**src/rtl/frame_datagram_scheduler.sv**
```systemverilog
// Frame datagram scheduler: shadow buffer filled from the core, committed to
// the shared front buffer once every enabled quadrant has entered vblank.
module frame_datagram_scheduler #(
    parameter int                MSG_W     = 32,
    parameter int                N_QUAD    = 4,
    parameter logic [N_QUAD-1:0] QUAD_MASK = {N_QUAD{1'b1}},
    parameter int                TIMEOUT   = 900000,
    parameter int                TO_W      = 20
) (
    input  logic              clk,
    input  logic              rst,
    input  logic              in_valid,
    output logic              in_ready,
    input  logic [MSG_W-1:0]  in_datagram,
    input  logic [N_QUAD-1:0] vblank_pulse,
    output logic [MSG_W-1:0]  out_datagram,
    output logic              commit,
    output logic              stale,
    output logic [7:0]        stale_cnt
);

    typedef enum logic {
        EMPTY,
        PENDING
    } state_t;

    localparam logic [TO_W-1:0] TO_LAST = TO_W'(TIMEOUT - 1);

    state_t state_q, state_d;

    logic [MSG_W-1:0]  shadow_q, shadow_d;
    logic [MSG_W-1:0]  out_q, out_d;
    logic [N_QUAD-1:0] seen_q, seen_d;
    logic [TO_W-1:0]   timer_q, timer_d;
    logic              commit_q, commit_d;
    logic              stale_q, stale_d;
    logic [7:0]        stale_cnt_q, stale_cnt_d;

    logic              ready_c;
    logic              xfer_c;
    logic              pending_c;
    logic [N_QUAD-1:0] seen_nx_c;
    logic              all_c;
    logic              to_c;
    logic              fire_c;
    logic              forced_c;

    // State register
    always_ff @(posedge clk) begin
        if (rst) begin
            state_q <= EMPTY;
        end else begin
            state_q <= state_d;
        end
    end

    // Next-state: load on transfer, return to EMPTY on commit
    always_comb begin
        state_d = state_q;
        unique case (state_q)
            EMPTY:   if (xfer_c) state_d = PENDING;
            PENDING: if (fire_c) state_d = EMPTY;
            default: state_d = EMPTY;
        endcase
    end

    // FSM outputs: handshake and commit conditions
    always_comb begin
        ready_c   = (state_q == EMPTY);
        pending_c = (state_q == PENDING);
        xfer_c    = in_valid & ready_c;
        seen_nx_c = seen_q | (vblank_pulse & QUAD_MASK);
        all_c     = ((seen_nx_c & QUAD_MASK) == QUAD_MASK);
        to_c      = (timer_q == TO_LAST);
        fire_c    = pending_c & (all_c | to_c);
        forced_c  = pending_c & to_c & ~all_c;
    end

    // Datapath next values: shadow, front buffer, vblank tracking, timeout
    always_comb begin
        shadow_d    = shadow_q;
        out_d       = out_q;
        seen_d      = '0;
        timer_d     = '0;
        commit_d    = fire_c;
        stale_d     = forced_c;
        stale_cnt_d = stale_cnt_q;
        if (xfer_c) begin
            shadow_d = in_datagram;
        end
        if (fire_c) begin
            out_d = shadow_q;
        end
        if (pending_c && !fire_c) begin
            seen_d = seen_nx_c;
            if (seen_nx_c != '0) begin
                timer_d = timer_q + TO_W'(1);
            end
        end
        if (forced_c && stale_cnt_q != 8'hFF) begin
            stale_cnt_d = stale_cnt_q + 8'd1;
        end
    end

    // Datapath registers
    always_ff @(posedge clk) begin
        if (rst) begin
            shadow_q    <= '0;
            out_q       <= '0;
            seen_q      <= '0;
            timer_q     <= '0;
            commit_q    <= 1'b0;
            stale_q     <= 1'b0;
            stale_cnt_q <= 8'd0;
        end else begin
            shadow_q    <= shadow_d;
            out_q       <= out_d;
            seen_q      <= seen_d;
            timer_q     <= timer_d;
            commit_q    <= commit_d;
            stale_q     <= stale_d;
            stale_cnt_q <= stale_cnt_d;
        end
    end

    assign in_ready     = ready_c;
    assign out_datagram = out_q;
    assign commit       = commit_q;
    assign stale        = stale_q;
    assign stale_cnt    = stale_cnt_q;

endmodule

```
**config.mk**
```make
export PLATFORM = sky130hd
export DESIGN_NAME = frame_datagram_scheduler
export DESIGN_NICKNAME = d
export VERILOG_FILES = /design/src/rtl/frame_datagram_scheduler.sv
export SDC_FILE = /design/constraint.sdc
export NUM_CORES = 1
export LEC_CHECK = 0
export BUFFER_PORTS_ARGS = -buffer_cell sky130_fd_sc_hd__buf_2
export CAP_MARGIN = 20
export CORE_MARGIN = 4
export CORE_UTILIZATION = 54
export CTS_CLUSTER_DIAMETER = 200
export DETAILED_ROUTE_END_ITERATION = 12
export GPL_TIMING_DRIVEN = 0
export PLACE_DENSITY = 0.82
export SYNTH_ARGS = -nofsm -noshare
export SYNTH_HDL_FRONTEND = slang
export SYNTH_SLANG_ARGS = --single-unit
```
**constraint.sdc**
```tcl
create_clock -name clk -period 2.85 [get_ports clk]
set_clock_uncertainty 0.1 [all_clocks]
set_input_delay 0.1425 -clock clk [delete_from_list [all_inputs] [get_ports clk]]
set_output_delay 0.1425 -clock clk [all_outputs]
set_load 0.02 [all_outputs]
```
==> metrics.cfg, run 1 <==
[run_status]
status = finished, final reports clean

[floorplanning]
fp-row-count = 30
core_um2 = 6830
fp.dieH_um = 91.9
die_area_um2 = 8450
initial_core_util_pct = 55.7
io_pins = 82
die_x_um = 91.9

[power]
cellPowerDensity_nw_per_um2 = 507
power_w = 0.00247
intPower_w = 0.00184
leakage_nw = 1.92
ir_drop_mv = 0.304
swShare_pct = 25.7
clockPowerShare_pct = 33.9
netSwitchingPower_w = 0.000636
comb_power_share_pct = 8.1
seqPwrFrac_pct = 58.0

[critical_path]
critPathMaxStageDelay_ns = 0.64
cp.buffers_inverters = 1
worst_path_dominant_cell_family = simple AND/OR/NAND/NOR gates
crit_cells = 7
endpoint_kind = flip-flop
path_cells = ha_1 > nand3_1 > or4_1 > o31ai_4 > buf_4 > mux2i_1 > nor2_1
worstPathRequired_ns = 2.99
cp_data_arrival_time_ns = 2.80
crit_slowest_cell = or4_1
cp_max_fo = 10
start_kind = flip-flop
crit_type = reg -> reg
ff2ff_path_depth = 7

[synthesis]
synth_common_cells = dfxtp_1, nand2_1, nor2_1
synth.area.top_cells = dfxtp_1, mux2i_1, nand2_1
synth_edf_count = 0
syn_nets = 468
synth_top_area_share_pct = 52.1
ys_ff_latch = 99
synth-seq-area-share_pct = 52.1
ys.flop_type = dfxtp_1
syn-cell-area_um2 = 3800
synth.distinct_cells = 38
netlist_instances = 427
syn_area_per_cell_um2 = 8.91
synth-async-reset-ratio_pct = 0
yosysMostFrequentCell = dfxtp_1
synth_warnings = 0
yosysTopAreaCell = dfxtp_1

[route]
wl_per_cell_um = 13.8
routed_via_density = 5.17
ant_nets = 0
wirelength_um = 9020
firstDrtPassIters = 4
drt_iter0_drc = 163
vias = 3389
remaining_drc_errors = 0

[grt]
grt_pass1_wl_um = 15100
grt_start_max_net_pins = 19
antenna_found_initial = 0
gr-usage-met1_pct = 27.0
grt_pass1_vias = 3339
grt_util_met2_pct = 36.6
globalRouteTotalUtil_pct = 21.9
grt_remaining_overflow = 0
grtUsageMet3_pct = 4.10
top_usage_layer = met2

[cts]
cts_sinks = 99
clk_pin_slew_worst_paths_ns = 0.09
cts_tree = yes
insertion_delay_ns = 0.36
cts-root-buf = clkbuf_8
clockBufferDepth = 2
cts_buffers = 9
htreeDepth = 3
post-cts-setup-buffers = 0
cts_resized = 0

[worst_hold_path]
hold_depth = 4
hp-class = in -> reg

[sta]
finalHoldViolCount = 0
worst_slew_pin_slew_ns = 0.851
hold-worst-slack_ns = 0.134
finalSetupViolCount = 0
max_clock_freq_ghz = 0.376
fin_setup_tns_ns = 0
relSlewSlack_pct = 42.8
post-route-period-util_pct = 93.4
rsz0062_at_grt = no
drv_slew = 0
fin_crit_ns = 2.66
fin_ws_ns = 0.188

[place]
place.gp.congestion = 0.863
io_buffers = 80
dp_cells = 603
post-place-ws_ns = 0.224
hpwl_um = 6160

[layout]
final_layout_size_suffix_gt1_share_pct = 20.0
num-fill-cells = 521
fin_nets = 595
syn_to_final_growth_pct = 28.1
final_cells = 655
seq_area_um2 = 1980
multi_input_area_um2 = 1700
diodes = 0

[job]
drv_cap = 0

## cells in the final DEF, fill, tap and decap left out, types with 2 or more instances in the layout
master,netlist,routed
mux2_2,3,3
inv_1,7,7
nor2b_1,8,8
clkbuf_1,17,17
nor2_1,71,71
xnor2_1,8,8
nor4_1,3,3
buf_4,3,3
clkinv_4,0,3
nand4_1,9,9
nand3_1,12,12
and3_1,3,3
dfxtp_1,99,99
buf_2,0,80
ha_1,2,2
clkbuf_8,0,9
a21oi_1,36,36
or4_1,3,3
o21ai_0,2,2
or4_4,2,2
dlygate4sd3_1,0,36
nor3_1,4,4
or2_2,2,2
xor2_1,10,10
nand2_1,74,74
mux2i_1,32,32
o31ai_1,2,2
## timing repair
action	CTS	global route
hold buffers	36	0
hold endpoints to repair	36	0
setup endpoints to repair	0	0
## power groups by stage
stage	combinational [W]	clock, W	sequential [W]
after floorplan	0.0000969	0	0.00146
after global placement	0.000156	0	0.00146
after detailed placement	0.000159	0	0.00147
after CTS	0.000198	0.000849	0.00143
after global routing	0.000220	0.000902	0.00144
final	0.000199	0.000838	0.00143
## final cells by class
cell class | instances | share of cell area, %
Sequential cell | 99 | 40.7
Timing Repair Buffer | 116 | 15.6
Inverter | 7 | 0.539
Clock buffer | 9 | 2.54
Tap cell | 96 | 2.46
Clock inverter | 7 | 1.31
Buffer | 22 | 2.08
Multi-Input combinational cell | 299 | 34.8
## worst paths after layout
kind                 from                to  slack (ns)
max            timer_q[0]  out_datagram[30]        0.19
min              in_valid       shadow_q[2]        0.13
max reg2reg    timer_q[0]  out_datagram[30]        0.19
min reg2reg  shadow_q[16]      shadow_q[16]        0.36
## stage by stage
| stage | util [%] | instance area [um2] |
|---|---|---|
| 2_1_floorplan | - | 3800 |
| 3_3_place_gp | 63.3 | 4330 |
| 3_5_place_dp | 63.3 | 4330 |
| 4_1_cts | 71.3 | 4870 |
| 5_1_grt | 71.3 | 4870 |
| 6_report | 71.3 | 4870 |
## worst min-delay path, stage by stage
cell	delay (ns)
buf_2	0.10
nand2_1	0.15
nand2_1	0.11
a21oi_1	0.05
## state kept, by name, summed over array words and instances, names as in the netlist
signal and flops:
pending_c 1, out_datagram 32, commit 1, timer_q 20
shadow_q 32, seen_q 4, stale 1, stale_cnt 8
## kinds of logic after synthesis
kind of cell             synth area share, %
buffers and inverters                   3.35
AND/OR/NAND/NOR                         23.2
AO/OA/AOI/OAI                           7.00
multiplexers                            9.60
adder cells (fa/ha/maj)                0.658
flip-flops                              52.1
XOR/XNOR                                4.14
## layer usage
metal / part of all wire (%) / vias up
li1: - / 1679
met1: 44 / 1588
met2: 48 / 96
met3: 5.3 / 26
met4: 2.6 / 0
met5: 0 / -
(Power assumes the default switching activity.)
==> inputs of run 2 (changes only) <==
--- a/config.mk
+++ b/config.mk
@@ -8,11 +8,11 @@
 export BUFFER_PORTS_ARGS = -buffer_cell sky130_fd_sc_hd__buf_2
 export CAP_MARGIN = 20
 export CORE_MARGIN = 4
-export CORE_UTILIZATION = 54
+export CORE_UTILIZATION = 45
 export CTS_CLUSTER_DIAMETER = 200
 export DETAILED_ROUTE_END_ITERATION = 12
 export GPL_TIMING_DRIVEN = 0
-export PLACE_DENSITY = 0.82
+export PLACE_DENSITY = 0.71
 export SYNTH_ARGS = -nofsm -noshare
 export SYNTH_HDL_FRONTEND = slang
 export SYNTH_SLANG_ARGS = --single-unit
==> metrics.cfg, run 2 (synthesis gave the netlist of run 1 again) <==
[floorplanning]
die_x_um = 100  ; +8.7%
die_area_um2 = 9990  ; +18%
initial_core_util_pct = 46.3  ; -9.4 points
fp.dieH_um = 100  ; +8.7%
core_um2 = 8220  ; +20%
fp-row-count = 33  ; +10%
io_pins = 82  ; unchanged

[route]
wirelength_um = 9170  ; +1.6%
firstDrtPassIters = 4  ; unchanged
vias = 3357  ; -0.94%
ant_nets = 0  ; unchanged
wl_per_cell_um = 13.8  ; +0.26%
routed_via_density = 5.06  ; -2.3%
remaining_drc_errors = 0  ; unchanged
drt_iter0_drc = 114  ; -30%

[sta]
worst_slew_pin_slew_ns = 0.850  ; -0.000929 ns
finalSetupViolCount = 0  ; unchanged
fin_setup_tns_ns = 0  ; unchanged
relSlewSlack_pct = 42.8  ; +0.062 points
max_clock_freq_ghz = 0.380  ; +1.3%
fin_ws_ns = 0.221  ; +0.0331 ns
fin_crit_ns = 2.63  ; -0.0331 ns
post-route-period-util_pct = 92.2  ; -1.2 points
finalHoldViolCount = 0  ; unchanged
drv_slew = 0  ; unchanged
rsz0062_at_grt = no

[layout]
diodes = 0  ; unchanged
final_layout_size_suffix_gt1_share_pct = 19.9  ; -0.18 points
syn_to_final_growth_pct = 28.1  ; unchanged
fin_nets = 595  ; unchanged
final_cell_mix = dfxtp_1, buf_2, nand2_1, nor2_1
mostFrequentLayoutCell = dfxtp_1

[cts]
cts_sinks = 99  ; unchanged
clk_pin_slew_worst_paths_ns = 0.10  ; about the same
insertion_delay_ns = 0.36  ; about the same
cts-root-buf = clkbuf_8
clockBufferDepth = 2  ; unchanged
cts_tree = yes
postCtsHoldBufs = 36  ; unchanged
cts_buffers = 9  ; unchanged
post-cts-setup-buffers = 0  ; unchanged
cts_resized = 0  ; unchanged
htreeDepth = 3  ; unchanged

[power]
cellPowerDensity_nw_per_um2 = 504  ; -0.57%
power_w = 0.00246  ; -0.57%
ir_drop_mv = 0.210  ; -31%
leakage_nw = 1.90  ; -0.68%

[critical_path]
crit_type = reg -> reg
reg2reg_slack_ns = 0.22  ; +0.03 ns
endpoint_kind = flip-flop
worstPathRequired_ns = 3.00  ; about the same
start_kind = flip-flop
cp_max_fo = 10  ; unchanged
cp_data_arrival_time_ns = 2.78  ; -0.02 ns

[grt]
globalRouteTotalUtil_pct = 18.7  ; -3.2 points
grt_start_max_net_pins = 18  ; -1
grt_pass1_wl_um = 15100  ; +0.41%
grt_pass1_vias = 3231  ; -3.2%
grt_remaining_overflow = 0  ; unchanged
antenna_found_initial = 0  ; unchanged

[place]
hpwl_um = 6420  ; +4.1%
place.gp.congestion = 0.831  ; -3.7%
io_buffers = 80  ; unchanged
post-place-ws_ns = 0.215  ; -0.00941 ns

[run_status]
status = finished, final reports clean

[job]
drv_cap = 0  ; unchanged

[worst_hold_path]
hp-class = in -> reg

-- run 2: cell count changes in the layout (fill, tap and decap cells not counted) --
cell	change
clkinv_8	-1
clkinv_2	-1
clkinvlp_4	+2
inv_6	+1
clkbuf_1	+1
clkinv_4	-2
-- run 2: metal layers --
| layer | vias up | track usage [%] | share of wire (%) |
|---|---|---|---|
| met1 | 1564 | 24.3 | 47 |
| met4 | 0 | 6.09 | 1.1 |
| met3 | 10 | 4.10 | 5.2 |
| met5 | - | 0 | 0 |
| li1 | 1678 | - | - |
| met2 | 105 | 31.0 | 47 |
-- run 2: cell type report --
cell class,count,area (um2)
Multi-Input combinational cell,299,1700
Inverter,7,26.3
Buffer,22,101
Clock inverter,6,48.8
Sequential cell,99,1980
Clock buffer,10,128
Tap cell,105,131
Fill cell,731,3340
Timing Repair Buffer,116,761
-- run 2: final timing paths --
| check | to | depth (start not counted) | start |
|---|---|---|---|
| min reg2reg | shadow_q[20] | 2 | shadow_q[20] |
| min | shadow_q[0] | 4 | in_valid |
| max reg2reg | stale_cnt[6] | 6 | timer_q[4] |
| max | stale_cnt[6] | 6 | timer_q[4] |
-- run 2: through the flow --
stage	utilization, %	instance area (um2)	cells	hold slack [ns]
after floorplan	-	3800	427	0.178
after global placement	52.8	4340	612	0.286
after detailed placement	52.8	4340	612	0.291
after CTS	59.3	4870	664	0.135
after global routing	59.3	4870	664	0.156
final	59.3	4870	664	0.141
-- run 2: critical path, cell delays in order (launching register included) --
cell and delay [ns]:
dfxtp_1 0.44, nand2_1 0.07, or4_4 0.53, or4_4 0.59, buf_6 0.16, nor4_2 0.27, mux2_1 0.36
-- run 2: power by group --
part | internal [W] | switching [W] | leakage (nW)
clock | 0.000326 | 0.000499 | 0.0795
sequential | 0.00142 | 0.0000172 | 0.803
combinational | 0.0000892 | 0.000110 | 1.02
total | 0.00183 | 0.000626 | 1.90
==> inputs of run 3 (changes only) <==
--- a/config.mk
+++ b/config.mk
@@ -12,7 +12,7 @@
 export CTS_CLUSTER_DIAMETER = 200
 export DETAILED_ROUTE_END_ITERATION = 12
 export GPL_TIMING_DRIVEN = 0
-export PLACE_DENSITY = 0.71
+export PLACE_DENSITY = 0.7
 export SYNTH_ARGS = -nofsm -noshare
 export SYNTH_HDL_FRONTEND = slang
 export SYNTH_SLANG_ARGS = --single-unit
==> metrics.cfg, run 3 (synthesis gave the netlist of run 1 again) <==
[cts]
post-cts-setup-buffers = 0  ; unchanged
cts_sinks = 99  ; unchanged
clockBufferDepth = 2  ; unchanged
cts_tree = yes
cts-root-buf = clkbuf_8
postCtsHoldBufs = 36  ; unchanged
cts_buffers = 9  ; unchanged
htreeDepth = 3  ; unchanged
cts_resized = 0  ; unchanged
insertion_delay_ns = 0.36  ; about the same
clk_pin_slew_worst_paths_ns = 0.10  ; about the same

[layout]
num-fill-cells = 732  ; +0.14%
utilization_pct = 59.8  ; +0.53 points
fin_nets = 595  ; unchanged
seq_area_um2 = 1980  ; unchanged
multi_input_area_um2 = 1700  ; unchanged
final_cell_mix = dfxtp_1, buf_2, nand2_1, nor2_1
mostFrequentLayoutCell = dfxtp_1
final_layout_size_suffix_gt1_share_pct = 20.0  ; +0.18 points
diodes = 0  ; unchanged
syn_to_final_growth_pct = 29.2

[grt]
grt_pass1_wl_um = 15000  ; -0.77%
grt_pass1_vias = 3228  ; -0.093%
grt_start_max_net_pins = 17  ; -1
grt_remaining_overflow = 0  ; unchanged
antenna_found_initial = 0  ; unchanged
globalRouteTotalUtil_pct = 18.6  ; -0.12 points

[route]
drt_iter0_drc = 97  ; -15%
wirelength_um = 9010  ; -1.7%
firstDrtPassIters = 5  ; +1
vias = 3336  ; -0.63%
remaining_drc_errors = 0  ; unchanged
ant_nets = 0  ; unchanged
wl_per_cell_um = 13.6  ; -1.7%
routed_via_density = 5.02  ; -0.63%

[sta]
fin_setup_tns_ns = 0  ; unchanged
max_clock_freq_ghz = 0.385  ; +1.1%
relSlewSlack_pct = 41.0  ; -1.8 points
drv_slew = 0  ; unchanged
fin_crit_ns = 2.60  ; -0.0283 ns
finalHoldViolCount = 0  ; unchanged
hold-worst-slack_ns = 0.158  ; +0.0170 ns
worst_slew_pin_slew_ns = 0.877  ; +0.0270 ns
finalSetupViolCount = 0  ; unchanged
post-route-period-util_pct = 91.2  ; -0.99 points
rsz0062_at_grt = no

[power]
leakage_nw = 1.93  ; +1.6%
cellPowerDensity_nw_per_um2 = 529  ; +5.0%
ir_drop_mv = 0.248  ; +18%
power_w = 0.00260  ; +5.9%

[run_status]
status = finished, final reports clean

[critical_path]
cp_data_arrival_time_ns = 2.74  ; -0.04 ns
cp_max_fo = 10  ; unchanged
start_kind = flip-flop
endpoint_kind = flip-flop
worstPathRequired_ns = 2.99  ; about the same
crit_type = reg -> reg

[floorplanning]
core_um2 = 8220  ; unchanged
initial_core_util_pct = 46.3  ; unchanged
fp.dieH_um = 100  ; unchanged
die_x_um = 100  ; unchanged
die_area_um2 = 9990  ; unchanged
fp-row-count = 33  ; unchanged
io_pins = 82  ; unchanged

[place]
hpwl_um = 6330  ; -1.3%
io_buffers = 80  ; unchanged
place.gp.congestion = 0.784  ; -5.7%

[worst_hold_path]
hp-class = in -> reg

[job]
drv_cap = 0  ; unchanged

## run 3: cell types whose count changed in the layout (fill, tap and decap cells not counted)
| cell | previous run | this run |
|---|---|---|
| bufinv_16 | 0 | 1 |
| clkbuf_1 | 18 | 17 |
| clkbuf_8 | 9 | 12 |
| clkinv_4 | 1 | 0 |
| clkinvlp_4 | 3 | 1 |
## run 3: critical path: stages, from the launching register on
cell	delay, ns
dfxtp_1	0.39
ha_1	0.22
nand3_1	0.13
or4_1	0.64
o31ai_4	0.40
buf_4	0.30
mux2i_1	0.22
nor2_1	0.08
## run 3: layer usage
metal,vias up,wire length [um],GRT usage (%)
met5,-,0,0
met1,1543,3990,24.0
met3,17,506,3.13
met4,0,197,7.46
li1,1678,-,-
met2,98,4320,31.1
## run 3: through the flow
step	worst slack, ns	std cells	instance area, um2
2_1_floorplan	0.394	427	3800
3_3_place_gp	0.290	612	4340
3_5_place_dp	0.262	612	4340
4_1_cts	0.250	664	4920
5_1_grt	0.0780	664	4920
6_report	0.250	664	4920
## run 3: final timing paths
path                                    endpoint  slack (ns)  depth (start not counted)         start
worst max register to register  out_datagram[20]        0.25                          7    timer_q[0]
worst min register to register      shadow_q[16]        0.36                          2  shadow_q[16]
worst max-delay path            out_datagram[20]        0.25                          7    timer_q[0]
worst min-delay path                 shadow_q[0]        0.16                          4      in_valid
## run 3: report_power, final
part / switching, W / total, W / internal [W]
clock network: 0.000485 / 0.000970 / 0.000485
logic: 0.000110 / 0.000200 / 0.0000891
registers: 0.0000177 / 0.00143 / 0.00142
total: 0.000613 / 0.00260 / 0.00199
## run 3: layout make-up
| class | count | share of cell area, % |
|---|---|---|
| clock buffers | 12 | 3.36 |
| clock inverters | 4 | 1.12 |
| repair buffers | 116 | 15.5 |
| flip-flops and latches | 99 | 40.3 |
| inverters | 7 | 0.534 |
| well taps | 105 | 2.67 |
| multi-input cells | 299 | 34.5 |
| plain buffers | 22 | 2.06 |
